--- src/rtl/bt656_trs_decoder.sv ---
// Purpose : BT.656 timing-reference decoder; finds FF 00 00 XY, checks XY protection bits,
//           tracks F/V/H and qualifies active-video bytes with word/line counters and lock status.
// Latency : 1 cycle from raw_in_data to out_data/out_valid; flags/pulses update the cycle after XY.
// Backpr. : none; the 27 MHz byte stream cannot be stalled, every input byte is consumed.
//
// Ports:
//   raw_in_vclk  - 27 MHz byte clock, all logic on the rising edge
//   rst_n        - asynchronous active-low reset
//   raw_in_data  - BT.656 byte stream
//   out_data     - raw_in_data delayed one cycle
//   out_valid    - out_data is an active-video byte
//   out_first    - first active byte of a line
//   out_sof      - first active byte of line 0, field 0
//   out_field    - F flag of the last valid XY
//   out_v_blank  - V flag of the last valid XY
//   out_h_blank  - H flag of the last valid XY
//   out_word_cnt - 0-based index of the current active byte
//   out_line_cnt - active line index within the field
//   err_xy       - one-cycle pulse: XY byte failed its protection check
//   err_len      - one-cycle pulse: active line length differs from ACTIVE_WORDS
//   locked       - LOCK_LINES consecutive good lines seen without error
module bt656_trs_decoder #(
    parameter int ACTIVE_WORDS = 1440,
    parameter int WCNT_W       = 11,
    parameter int LCNT_W       = 10,
    parameter int LOCK_LINES   = 4
) (
    input  logic              raw_in_vclk,
    input  logic              rst_n,
    input  logic [7:0]        raw_in_data,
    output logic [7:0]        out_data,
    output logic              out_valid,
    output logic              out_first,
    output logic              out_sof,
    output logic              out_field,
    output logic              out_v_blank,
    output logic              out_h_blank,
    output logic [WCNT_W-1:0] out_word_cnt,
    output logic [LCNT_W-1:0] out_line_cnt,
    output logic              err_xy,
    output logic              err_len,
    output logic              locked
);

    localparam int                GOOD_W    = $clog2(LOCK_LINES + 1);
    localparam logic [WCNT_W-1:0] ACT_WORDS = WCNT_W'(ACTIVE_WORDS);
    localparam logic [GOOD_W-1:0] LOCK_N    = GOOD_W'(LOCK_LINES);
    localparam logic [LCNT_W-1:0] LCNT_MAX  = {LCNT_W{1'b1}};

    // ------------------------------------------------------------------
    // TRS preamble hunter
    // ------------------------------------------------------------------
    typedef enum logic [1:0] {
        S_DATA = 2'd0,
        S_FF   = 2'd1,
        S_Z1   = 2'd2,
        S_Z2   = 2'd3
    } state_t;

    state_t state_q, state_d;

    always_comb begin
        state_d = state_q;
        case (state_q)
            S_DATA: begin
                if (raw_in_data == 8'hFF) state_d = S_FF;
            end
            S_FF: begin
                // A run of FFs keeps us waiting for the first zero.
                if (raw_in_data == 8'h00)      state_d = S_Z1;
                else if (raw_in_data != 8'hFF) state_d = S_DATA;
            end
            S_Z1: begin
                if (raw_in_data == 8'h00)      state_d = S_Z2;
                else if (raw_in_data == 8'hFF) state_d = S_FF;
                else                           state_d = S_DATA;
            end
            S_Z2: begin
                // The byte presented now is XY, whatever its value.
                state_d = S_DATA;
            end
            default: state_d = S_DATA;
        endcase
    end

    always_ff @(posedge raw_in_vclk or negedge rst_n) begin
        if (!rst_n) begin
            state_q <= S_DATA;
        end else begin
            state_q <= state_d;
        end
    end

    // ------------------------------------------------------------------
    // XY decode
    // ------------------------------------------------------------------
    logic       xy_slot;
    logic       xy_f, xy_v, xy_h;
    logic [3:0] xy_prot;
    logic       xy_ok;
    logic       xy_good, xy_bad;
    logic       is_sav, is_eav;

    assign xy_slot = (state_q == S_Z2);
    assign xy_f    = raw_in_data[6];
    assign xy_v    = raw_in_data[5];
    assign xy_h    = raw_in_data[4];
    assign xy_prot = {xy_v ^ xy_h, xy_f ^ xy_h, xy_f ^ xy_v, xy_f ^ xy_v ^ xy_h};
    assign xy_ok   = raw_in_data[7] && (raw_in_data[3:0] == xy_prot);
    assign xy_good = xy_slot && xy_ok;
    assign xy_bad  = xy_slot && !xy_ok;
    assign is_sav  = xy_good && !xy_h;
    assign is_eav  = xy_good && xy_h;

    // ------------------------------------------------------------------
    // Active region, counters, flags and lock tracking
    // ------------------------------------------------------------------
    logic [7:0]        out_data_q,  out_data_d;
    logic              out_valid_q, out_valid_d;
    logic              out_first_q, out_first_d;
    logic              out_sof_q,   out_sof_d;
    logic              field_q,     field_d;
    logic              vblank_q,    vblank_d;
    logic              hblank_q,    hblank_d;
    logic [WCNT_W-1:0] wcnt_out_q,  wcnt_out_d;
    logic [LCNT_W-1:0] lcnt_q,      lcnt_d;
    logic              err_xy_q,    err_xy_d;
    logic              err_len_q,   err_len_d;
    logic              locked_q,    locked_d;
    logic              sav_seen_q,  sav_seen_d;
    logic              active_q,    active_d;
    logic [WCNT_W-1:0] cnt_q,       cnt_d;
    logic              first_pend_q, first_pend_d;
    logic              sof_pend_q,  sof_pend_d;
    logic [GOOD_W-1:0] good_q,      good_d;

    // An armed line passes bytes until it has ACTIVE_WORDS of them; an FF
    // (start of the next TRS) is never video and closes the region.
    logic byte_act;
    assign byte_act = active_q && (cnt_q < ACT_WORDS) && (raw_in_data != 8'hFF);

    always_comb begin
        out_data_d   = raw_in_data;
        out_valid_d  = byte_act;
        out_first_d  = byte_act && first_pend_q;
        out_sof_d    = byte_act && first_pend_q && sof_pend_q;
        field_d      = field_q;
        vblank_d     = vblank_q;
        hblank_d     = hblank_q;
        wcnt_out_d   = wcnt_out_q;
        lcnt_d       = lcnt_q;
        err_xy_d     = xy_bad;
        err_len_d    = 1'b0;
        locked_d     = locked_q;
        sav_seen_d   = sav_seen_q;
        active_d     = active_q;
        cnt_d        = cnt_q;
        first_pend_d = first_pend_q;
        sof_pend_d   = sof_pend_q;
        good_d       = good_q;

        // Active byte bookkeeping; cnt_q saturates at ACTIVE_WORDS because
        // byte_act drops once it gets there.
        if (byte_act) begin
            wcnt_out_d   = cnt_q;
            cnt_d        = cnt_q + 1'b1;
            first_pend_d = 1'b0;
        end
        if (raw_in_data == 8'hFF) begin
            active_d = 1'b0;
        end

        if (xy_good) begin
            field_d  = xy_f;
            vblank_d = xy_v;
            hblank_d = xy_h;
        end

        if (xy_bad) begin
            locked_d = 1'b0;
            good_d   = '0;
        end

        if (is_sav) begin
            // Leaving vertical blanking starts a new field's line numbering.
            if (!xy_v && vblank_q) begin
                lcnt_d = '0;
            end
            active_d     = 1'b1;
            cnt_d        = '0;
            first_pend_d = 1'b1;
            sof_pend_d   = !xy_f && (lcnt_d == '0);
            sav_seen_d   = 1'b1;
        end

        if (is_eav) begin
            active_d     = 1'b0;
            first_pend_d = 1'b0;
            if (!xy_v && (lcnt_q != LCNT_MAX)) begin
                lcnt_d = lcnt_q + 1'b1;
            end
            // Without a prior SAV there is no measured line to judge.
            if (sav_seen_q) begin
                if (cnt_q != ACT_WORDS) begin
                    err_len_d = 1'b1;
                    locked_d  = 1'b0;
                    good_d    = '0;
                end else begin
                    if (good_q != LOCK_N) begin
                        good_d = good_q + 1'b1;
                    end
                    if (good_d == LOCK_N) begin
                        locked_d = 1'b1;
                    end
                end
            end
        end
    end

    always_ff @(posedge raw_in_vclk or negedge rst_n) begin
        if (!rst_n) begin
            out_data_q   <= '0;
            out_valid_q  <= 1'b0;
            out_first_q  <= 1'b0;
            out_sof_q    <= 1'b0;
            field_q      <= 1'b0;
            vblank_q     <= 1'b1;
            hblank_q     <= 1'b1;
            wcnt_out_q   <= '0;
            lcnt_q       <= '0;
            err_xy_q     <= 1'b0;
            err_len_q    <= 1'b0;
            locked_q     <= 1'b0;
            sav_seen_q   <= 1'b0;
            active_q     <= 1'b0;
            cnt_q        <= '0;
            first_pend_q <= 1'b0;
            sof_pend_q   <= 1'b0;
            good_q       <= '0;
        end else begin
            out_data_q   <= out_data_d;
            out_valid_q  <= out_valid_d;
            out_first_q  <= out_first_d;
            out_sof_q    <= out_sof_d;
            field_q      <= field_d;
            vblank_q     <= vblank_d;
            hblank_q     <= hblank_d;
            wcnt_out_q   <= wcnt_out_d;
            lcnt_q       <= lcnt_d;
            err_xy_q     <= err_xy_d;
            err_len_q    <= err_len_d;
            locked_q     <= locked_d;
            sav_seen_q   <= sav_seen_d;
            active_q     <= active_d;
            cnt_q        <= cnt_d;
            first_pend_q <= first_pend_d;
            sof_pend_q   <= sof_pend_d;
            good_q       <= good_d;
        end
    end

    assign out_data     = out_data_q;
    assign out_valid    = out_valid_q;
    assign out_first    = out_first_q;
    assign out_sof      = out_sof_q;
    assign out_field    = field_q;
    assign out_v_blank  = vblank_q;
    assign out_h_blank  = hblank_q;
    assign out_word_cnt = wcnt_out_q;
    assign out_line_cnt = lcnt_q;
    assign err_xy       = err_xy_q;
    assign err_len      = err_len_q;
    assign locked       = locked_q;

endmodule

--- config.mk ---
export PLATFORM = sky130hd
export DESIGN_NAME = bt656_trs_decoder
export DESIGN_NICKNAME = d
export VERILOG_FILES = /design/src/rtl/bt656_trs_decoder.sv
export SDC_FILE = /design/constraint.sdc
export NUM_CORES = 1
export LEC_CHECK = 0
export ABC_AREA = 1
export CAP_MARGIN = 15
export CORE_UTILIZATION = 40
export CTS_BUF_LIST = sky130_fd_sc_hd__clkbuf_8 sky130_fd_sc_hd__clkbuf_16
export DETAILED_ROUTE_END_ITERATION = 12
export MAX_ROUTING_LAYER = met4
export PLACE_DENSITY = 0.61
export SLEW_MARGIN = 20
export SYNTH_ARGS = -nofsm -noshare
export SYNTH_HDL_FRONTEND = slang
export SYNTH_SLANG_ARGS = --single-unit
--- constraint.sdc ---
create_clock -name raw_in_vclk -period 2.1 [get_ports raw_in_vclk]
set_input_delay 0.21 -clock raw_in_vclk [delete_from_list [all_inputs] [get_ports raw_in_vclk]]
set_output_delay 0.21 -clock raw_in_vclk [all_outputs]
set_load 0.02 [all_outputs]
==> flow_metrics.py, run 1 <==
metrics = {
    "run_status": {
        "status": "finished, final reports clean",
    },
    "die": {
        "design.core.area_um2": 6790,
        "pin_count": 48,
        "die_w_um": 85.8,
        "initial_core_util_pct": 41.3,
        "die_area_um2": 7350,
        "chipHeight_um": 85.8,
        "num_rows": 30,
    },
    "critical_path": {
        "cp_num_buf_inv": 6,
        "critPathArrivalTime_ns": 2.18,
        "endpoint_kind": "flop",
        "critical_path.cell_chain": "clkdlybuf4s50_1 > inv_1 > ha_1 > inv_1 > nand2_1 > nand3_1 > inv_1 > nand2_1 > nor2_1 > nand4_1 > nor2_4 > buf_4 > nand3_1 > nand2_1 > inv_1",
        "slowest_stage": "clkdlybuf4s50_1",
        "startpoint_type": "primary input",
        "path_max_fanout": 8,
        "path_delay_family": "buffers and inverters",
        "critPathKind": "primary input to flop",
        "r2r-start": "cnt_q[6]$_DFFE_PN0P_",
        "max_stage_delay_ns": 0.47,
        "cpMostUsedCell": "inv_1",
        "required_ns": 2.33,
        "cp-startpoint": "raw_in_data[5]",
    },
    "placed_design": {
        "placed_cells": 505,
        "place_congestion": 0.845,
        "port_buffers": 47,
        "hpwl_mm": 4.54,
        "place_ws_ns": -0.161,
    },
    "synthesis": {
        "synthArstFlopShare_pct": 100,
        "yosys_warnings": 0,
        "syn_area_um2": 2810,
        "synth_edf_count": 0,
        "syn_nets": 360,
        "yosys_most_used_dff": "dfrtp_1",
        "synth_seq_cells": 58,
        "synth_cell_types": 28,
        "seq_area_frac_synth_pct": 51.8,
        "avgSynthCellArea_um2": 8.18,
        "syn_inst": 343,
    },
    "final_layout": {
        "n_antenna_cell": 0,
        "drive_gt1_share_pct": 12.9,
        "fin_cells": 522,
        "multi_input_area_um2": 1150,
        "final_nets": 439,
        "fillers": 665,
        "syn_to_final_growth_pct": 34.5,
        "regArea_um2": 1450,
    },
    "drt": {
        "routed_wl_mm": 6.36,
        "drt.antenna.violating_nets": 0,
        "drc_errors": 0,
        "vias": 2537,
        "firstDrtPassIters": 4,
        "wl_per_cell_um": 12.2,
        "drtIter0Drc": 110,
        "viasPerCell": 4.86,
    },
    "clock_network": {
        "clock_sinks": 58,
        "cts.root.buffer_cell": "clkbuf_8",
        "cts_buffers": 9,
        "insertion_delay_ns": 0.34,
        "cts_max_path_buffers": 2,
        "path_clk_slew_ns": 0.06,
        "htree_levels": 3,
        "cts_tree": "yes",
    },
    "timing": {
        "fin_tns_setup_ns": 0,
        "setup_ws_ns": 0.150,
        "fin_crit_ns": 1.95,
        "final_max_slew_viol_count": 0,
        "hold_viol": 0,
        "slew_headroom_pct": 73.7,
        "setup_viol": 0,
        "fmax_mhz": 513,
        "finalCritPeriodShare_pct": 92.9,
        "tightest_slew_ns": 0.392,
        "skew_ns": 0.0121,
    },
    "grt": {
        "grt_max_degree": 59,
        "antenna_found_initial": 0,
        "grt_pass1_vias": 2438,
        "grt_pass1_wl_mm": 11.1,
        "grtUsageTotal_pct": 20.0,
        "grt_overflow": 0,
    },
    "power_and_ir_drop": {
        "p_leak_nw": 1.85,
        "ir_drop_uv": 317,
        "powerDensity_nw_per_um2": 955,
    },
    "run": {
        "cap_violations": 0,
    },
    "min_path": {
        "hp-class": "primary input to asynchronous set/reset pin",
    },
}
==> power by group <==
group | total, W | internal [W] | switching, W
combinational | 0.00107 | 0.000437 | 0.000630
clock | 0.00106 | 0.000632 | 0.000425
sequential | 0.00148 | 0.00133 | 0.000146
==> worst paths after layout <==
kind / to / slack [ns] / depth (start not counted)
worst min-delay path: out_word_cnt[0]$_DFFE_PN0P_ / 0.40 / 3
min in group raw_in_vclk: out_data[1]$_DFF_PN0_ / 0.41 / 1
worst min register to register: out_h_blank$_DFFE_PN1N_ / 0.48 / 2
max in group asynchronous: out_v_blank$_DFFE_PN1N_ / 1.41 / 3
worst max-delay path: out_line_cnt[2]$_DFF_PN0_ / 0.15 / 15
worst max register to register: cnt_q[6]$_DFFE_PN0P_ / 0.39 / 10
==> kinds of logic (layout without fill, tap and decap cells) <==
group                    Yosys count  in the layout  synth area share [%]
AND/OR/NAND/NOR                  185            185                  30.0
flip-flops                        58             58                  51.8
buffers and inverters             52            135                  7.27
AO/OA/AOI/OAI                     39             39                  7.22
adder cells (fa/ha/maj)            7              7                  3.12
XOR/XNOR                           2              2                 0.624
==> stage by stage <==
| stage | util (%) | cell area, µm² | hold slack, ns | total power [W] |
|---|---|---|---|---|
| final | 55.6 | 3770 | 0.399 | 0.00360 |
| after global routing | 55.6 | 3770 | 0.412 | 0.00384 |
| after detailed placement | 52.3 | 3550 | 0.238 | 0.00257 |
| after floorplan | - | 2810 | -0.0856 | 0.00209 |
| after global placement | 52.3 | 3550 | 0.240 | 0.00254 |
| after CTS | 55.5 | 3770 | 0.393 | 0.00364 |
==> synthesized netlist by cell type (all sizes together), types with 2 or more instances <==
| cell type | n | area share, % |
|---|---|---|
| nand2 | 99 | 14 |
| dfrtp | 56 | 50 |
| inv | 47 | 6.3 |
| nand3 | 32 | 6.1 |
| o21ai | 29 | 5.2 |
| nor2 | 25 | 3.9 |
| nand4 | 12 | 2.7 |
| ha | 7 | 3.1 |
| a21oi | 6 | 1.1 |
| nor3 | 6 | 1.1 |
| nor4 | 6 | 1.3 |
| nor3b | 3 | 0.80 |
| a31oi | 2 | 0.45 |
| buf | 2 | 0.58 |
| clkbuf | 2 | 0.27 |
| dfstp | 2 | 1.9 |
| o31ai | 2 | 0.53 |
| or2 | 2 | 0.45 |
==> placed cells by master (no fill, tap or decap), drive strengths merged <==
cell type	Yosys	routed
nand2	99	99
dfrtp	56	56
inv	47	48
clkdlybuf4s50	0	46
nand3	32	32
o21ai	29	29
nor2	25	25
buf	2	25
nand4	12	12
clkbuf	2	12
ha	7	7
a21oi	6	6
nor4	6	6
nor3	6	6
nor3b	3	3
o31ai	2	2
a31oi	2	2
or2	2	2
dfstp	2	2
clkinv	1	2
xnor2	1	1
xor2	1	1
bufinv	0	1
dlygate4sd3	0	1
==> what timing repair did <==
action                     4_1_cts  5_1_grt
gates resized for setup          0        0
buffers inserted                 0        1
hold buffers                     1        0
hold endpoints to repair        56        0
setup endpoints to repair        0        3
==> per-layer routing <==
metal,vias to the layer above,track usage (%),share of wire (%)
met3,13,5.29,3.4
met5,-,-,0
met2,54,31.6,46
met1,1201,24.4,48
met4,0,8.18,2.0
li1,1269,-,-
==> registers in the layout, summed over array words and instances (netlist names), 2 cells and up <==
name and cells:
out_word_cnt 11, state_q 2, cnt_q 11, out_data 8, good_q 3, out_line_cnt 10
==> worst register-to-register path, stage by stage, from the launching register on <==
cell and delay, ns:
dfrtp_1 0.37, inv_1 0.20, a21oi_1 0.12, o21ai_0 0.15
nand2_1 0.12, inv_2 0.10, nand2_1 0.08, nor2_1 0.13
nand2_1 0.08, o21ai_0 0.17, a21oi_1 0.05
==> cell type report <==
type | count | share of cell area (%)
Clock buffer | 12 | 4.38
Clock inverter | 3 | 1.03
Inverter | 48 | 4.77
Multi-Input combinational cell | 233 | 30.4
Sequential cell | 58 | 38.5
Tap cell | 96 | 3.18
Timing Repair Buffer | 72 | 17.7
(Power assumes the default switching activity.)
==> inputs of run 2 (changes only) <==
--- a/config.mk
+++ b/config.mk
@@ -10,6 +10,7 @@
 export CORE_UTILIZATION = 40
 export CTS_BUF_LIST = sky130_fd_sc_hd__clkbuf_8 sky130_fd_sc_hd__clkbuf_16
 export DETAILED_ROUTE_END_ITERATION = 12
+export GPL_ROUTABILITY_DRIVEN = 0
 export MAX_ROUTING_LAYER = met4
 export PLACE_DENSITY = 0.61
 export SLEW_MARGIN = 20
==> results of run 2 <==
No change in the layout: final DEF, timing and power equal those of run 1.
==> RTL change 1 (flow settings as in run 1) <==
Remove the register `out_valid_q`: a continuous assignment takes its place, so the output `out_valid` follows one clock earlier.
--- a/src/rtl/bt656_trs_decoder.sv
+++ b/src/rtl/bt656_trs_decoder.sv
@@ -221,5 +221,4 @@
         if (!rst_n) begin
             out_data_q   <= '0;
-            out_valid_q  <= 1'b0;
             out_first_q  <= 1'b0;
             out_sof_q    <= 1'b0;
@@ -240,5 +239,4 @@
         end else begin
             out_data_q   <= out_data_d;
-            out_valid_q  <= out_valid_d;
             out_first_q  <= out_first_d;
             out_sof_q    <= out_sof_d;
@@ -260,4 +258,6 @@
     end
 
+    assign out_valid_q = out_valid_d;
+
     assign out_data     = out_data_q;
     assign out_valid    = out_valid_q;
Check against the original RTL: not equivalent (Yosys sat finds a counterexample within 10 cycles, from zero or initial values and one cycle with rst_n low).
==> RTL change 1 against run 1 <==
  * Final area up 2.8%
  * Critical endpoint unchanged
  * Register-to-register slack worse by 190 ps
  * Critical path type is now reg2reg
  * Clock skew down 5.2 ps
  * Sequential cell count down 1
  * Worst setup slack better by 51 ps
  * Via count down 2.5%
  * Routed wire length up 0.22%
  * Synthesized area up 0.62%
  * Power up 9.6%
  * Largest power group unchanged
==> RTL change 1: results (changes against run 1) <==
.. list-table::
   :header-rows: 1

   * - Metric
     - Value
   * - Top cells by count, synth
     - sky130_fd_sc_hd__nand2_1, sky130_fd_sc_hd__dfrtp_1, sky130_fd_sc_hd__inv_1, sky130_fd_sc_hd__o21ai_0, sky130_fd_sc_hd__nor2_1
   * - Antenna violations before repair
     - 0 (unchanged)
   * - Detailed-routing iteration count for the pre-antenna-repair pass
     - 6 (+2)
   * - DRC marker count from the first detailed-route iteration
     - 112 (+1.8%)
   * - Final setup skew
     - 6.90 ps (-5.24 ps)
   * - Global-route wire length before repair
     - 10,900 um (-1.7%)
   * - Number of global-route vias before repair
     - 2,334 (-4.3%)
   * - Data arrival at the endpoint of the critical path
     - 2120 ps (-60 ps)
   * - Maximum number of pins on one net before global-route repair
     - 26 (-56%)
   * - Maximum buffer depth of the clock tree
     - 2 (unchanged)
   * - Routed via count divided by cell count
     - 4.73 (-2.7%)
   * - Largest driver fanout on the critical path
     - 9 (+1)
   * - Rel. slew slack
     - 66.5% (-7.2 points)
   * - Worst Setup SP
     - out_line_cnt[0]$_DFF_PN0_
   * - Average wire per cell in the routed design
     - 12.2 um (about the same)
   * - Delay of the slowest cell on the worst path
     - 400 ps (-70 ps)
   * - DP Wirelength
     - 4720 um (+3.9%)
   * - Dominant cell type by area after synthesis
     - sky130_fd_sc_hd__dfrtp_1
   * - Placed Instance Area
     - 0.00358 mm^2 (+0.85%)
   * - Number of fill cells
     - 623 (-6.3%)
   * - Worst IR Drop VDD
     - 0.354 mV (+12%)
   * - Post-Synthesis Net Count
     - 359 (-0.28%)
   * - Leakage dissipation
     - 1.89 nW (+2.2%)
   * - Internal power contribution
     - 2.73 mW (+14%)
   * - Run status
     - complete, no violations
   * - Path class of the lowest-slack min-delay path
     - in2reg
   * - Origin of the critical flop-to-flop path
     - out_line_cnt[0]$_DFF_PN0_
   * - Share of cells above drive strength 1
     - 16.2% (+3.2 points)
   * - Library cell used as clock root buffer
     - sky130_fd_sc_hd__clkbuf_8
   * - Insertion delay of the later-clocked pin in the worst-skew pair
     - 340 ps (about the same)
   * - Master of the slowest instance on the critical path
     - sky130_fd_sc_hd__dfrtp_1
   * - RD Place Congestion
     - 0.924 (+9.4%)
   * - Synth top area cells
     - sky130_fd_sc_hd__dfrtp_1, sky130_fd_sc_hd__nand2_1, sky130_fd_sc_hd__inv_1
   * - Proportion of synthesized chip area in sequential cells
     - 50.6% (-1.2 points)
   * - Largest delay share family, worst path
     - simple AND/OR/NAND/NOR gates
   * - Number of unique standard cell types used by synthesis
     - 28 (unchanged)
   * - Total global routing track utilization
     - 19.6% (-0.39 points)
==> RTL change 1: per-stage QoR <==
stage,utilization (%),worst slack [ps],cells,hold WS [ps]
global placement,52.7,-170,506,206
CTS,56.9,95.3,523,379
floorplan,-,354,342,-85.6
finish,57.1,201,523,108
detailed placement,52.7,-245,506,208
global route,57.1,47.7,523,92.8
==> RTL change 1: worst paths after layout <==
path / cells after the start / to / slack, ps
worst max-delay path: 13 / out_line_cnt[2]$_DFF_PN0_ / 200
worst min-delay path: 1 / out_data[4]$_DFF_PN0_ / 110
worst max register to register: 13 / out_line_cnt[2]$_DFF_PN0_ / 200
worst min register to register: 2 / out_word_cnt[7]$_DFFE_PN0P_ / 480
max in group asynchronous: 3 / out_v_blank$_DFFE_PN1N_ / 1020
min in group asynchronous: 2 / cnt_q[4]$_DFFE_PN0P_ / 370
==> RTL change 1: timing repair <==
| item | in CTS | in global routing |
|---|---|---|
| hold endpoints to repair | 21 | 0 |
| hold buffers | 1 | 0 |
| resized for setup | 1 | 5 |
| endpoints found under the setup margin | 1 | 14 |
| pin swaps | 0 | 1 |
==> RTL change 1: power by group through the flow <==
stage                     combinational [mW]  sequential, mW  clock, mW
after floorplan                        0.488            1.58          0
after global placement                  1.08            1.46          0
after detailed placement                1.09            1.47          0
after CTS                               1.09            1.45       1.44
after global routing                    1.21            1.48       1.50
final                                   1.08            1.45       1.42
==> RTL change 1: area by class of cell <==
cell class              instances  area, um^2  area share, %
flip-flops and latches         57        1430           36.8
multi-input cells             228        1180           30.3
repair buffers                 73         679           17.5
inverters                      53         199           5.13
clock buffers                  11         151           3.90
clock inverters                 5         125           3.22
well taps                      96         120           3.10
==> RTL change 1: logic make-up (layout without fill, tap and decap cells) <==
kind of cell	after synthesis	in the layout	synth area share [%]
and+or+nand+nor	174	174	29.5
DFF	57	57	50.6
buffers and inverters	57	142	7.98
AOI/OAI and AO/OA	45	45	8.24
adders and majority gates	7	7	3.10
xor gates and xnor gates	2	2	0.620
==> RTL change 1: per-layer routing <==
metal | part of all wire (%) | vias to the layer above | global-route usage [%] | routed length, um
met5 | 0 | - | - | 0
met2 | 44 | 59 | 28.4 | 2820
met1 | 50 | 1135 | 26.6 | 3180
li1 | - | 1266 | - | -
met3 | 3.9 | 13 | 4.62 | 251
met4 | 2.0 | 0 | 7.58 | 127
==> RTL change 2 (settings of run 1) <==
Without the edit above. `WCNT_W`: 11 -> 22.
--- a/src/rtl/bt656_trs_decoder.sv
+++ b/src/rtl/bt656_trs_decoder.sv
@@ -22,5 +22,5 @@
 module bt656_trs_decoder #(
     parameter int ACTIVE_WORDS = 1440,
-    parameter int WCNT_W       = 11,
+    parameter int WCNT_W       = 22,
     parameter int LCNT_W       = 10,
     parameter int LOCK_LINES   = 4
Ports: changed (resized out_word_cnt); port bits go from 48 to 59. No check against the original RTL was run, so the function may have changed too.
==> RTL change 2 against run 1 <==
  * Final area grew 26%
  * Worst setup slack gained 75 ps
  * Highest routed layer unchanged
  * Clock power grew 8%
  * Register-to-register slack lost 170 ps
  * Maximum frequency grew 4.0%
  * Routed wire length grew 20%
  * Sequential share of layout area grew 3.6 points
  * Sequential cell count grew 22
  * Power shrank 21%
  * Synthesized area grew 30%
==> RTL change 2: results (changes against run 1) <==
.. list-table::
   :header-rows: 1

   * - Metric
     - Value
   * - Worst IR Drop VDD
     - 0.298 mV (-5.8%)
   * - Top cells by count, synth
     - sky130_fd_sc_hd__nand2_1, sky130_fd_sc_hd__dfrtp_1, sky130_fd_sc_hd__inv_1, sky130_fd_sc_hd__nor2_1
   * - Met2 layer wire length in the routed design
     - 3470 um (+18%)
   * - Post-route met1 wirelength
     - 3720 um (+21%)
   * - DP Wirelength
     - 5440 um (+20%)
   * - Share of cells above drive strength 1
     - 11.7% (-1.3 points)
   * - Delay of the slowest cell on the worst path
     - 450 ps (-20 ps)
   * - Largest driver fanout on the critical path
     - 6 (-2)
   * - Register share of the cell area
     - 42.1% (+3.6 points)
   * - Port buffer count
     - 58 (+23%)
   * - Switching share of power
     - 23.1% (-10 points)
   * - Multi-input gate share of the layout cell area
     - 27.5% (-2.9 points)
   * - Run status
     - complete, no violations
   * - TritonCTS Sinks
     - 80 (+38%)
   * - Number of signal-net buffers in the layout
     - 87 (+21%)
   * - Proportion of synthesized chip area in sequential cells
     - 55.1% (+3.3 points)
   * - Total detailed-routing wirelength
     - 7650 um (+20%)
   * - Path class of the lowest-slack min-delay path
     - in2reg
   * - Largest delay share family, worst path
     - simple AND/OR/NAND/NOR gates
   * - Synth top area cells
     - sky130_fd_sc_hd__dfrtp_1, sky130_fd_sc_hd__nand2_1, sky130_fd_sc_hd__inv_1
   * - Leakage dissipation
     - 2.59 nW (+40%)
   * - Post-Synthesis Net Count
     - 453 (+26%)
   * - Final setup skew
     - 8.41 ps (-3.73 ps)
   * - Clock network contribution to total cell area
     - 4.15% (-1.2 points)
   * - Setup slack of the worst register-to-register path
     - 220 ps (-170 ps)
   * - Power attributed to sequential cells
     - 1.55 mW (+5%)
RTL change 2: cell types whose count changed after synthesis, sizes merged, moves of 3 or more:
cell,delta
nor3,+8
xor2,+3
inv,+32
dfrtp,+22
nand3,-4
nor2,+22
nand2,+13
nand4,-7
buf,+4
RTL change 2: worst paths after layout:
kind / startpoint / to / cells past startpoint
min: raw_in_data[5] / out_data[5]$_DFF_PN0_ / 2
min reg2reg: out_h_blank$_DFFE_PN1N_ / out_h_blank$_DFFE_PN1N_ / 2
max reg2reg: out_line_cnt[0]$_DFF_PN0_ / out_line_cnt[2]$_DFF_PN0_ / 10
min in group asynchronous: rst_n / out_valid$_DFF_PN0_ / 2
max in group asynchronous: rst_n / out_v_blank$_DFFE_PN1N_ / 3
max: out_line_cnt[0]$_DFF_PN0_ / out_line_cnt[2]$_DFF_PN0_ / 10
RTL change 2: logic make-up after synthesis:
group           synth area share [%]
compound gates                  6.43
xor+xnor                        1.20
fa+ha+maj                       2.41
buf+inv                         9.32
flops                           55.1
simple gates                    25.5
RTL change 2: stage by stage:
step | hold WS [ps] | cell area (um^2) | total power, mW | worst slack (ps) | instances
2_1_floorplan | -85.6 | 3640 | 1.63 | 302 | 436
3_3_place_gp | 25.4 | 4520 | 1.73 | -220 | 622
3_5_place_dp | 27.4 | 4520 | 1.73 | -288 | 622
4_1_cts | 183 | 4730 | 2.88 | 83.5 | 639
5_1_grt | 189 | 4760 | 2.95 | 52.1 | 640
6_report | 177 | 4760 | 2.84 | 224 | 640
RTL change 2: layer usage:
| metal | vias to the layer above | GRT usage, % |
|---|---|---|
| met4 | 0 | 7.24 |
| met1 | 1403 | 22.4 |
| met2 | 71 | 28.9 |
| li1 | 1540 | - |
| met5 | - | - |
| met3 | 12 | 3.38 |
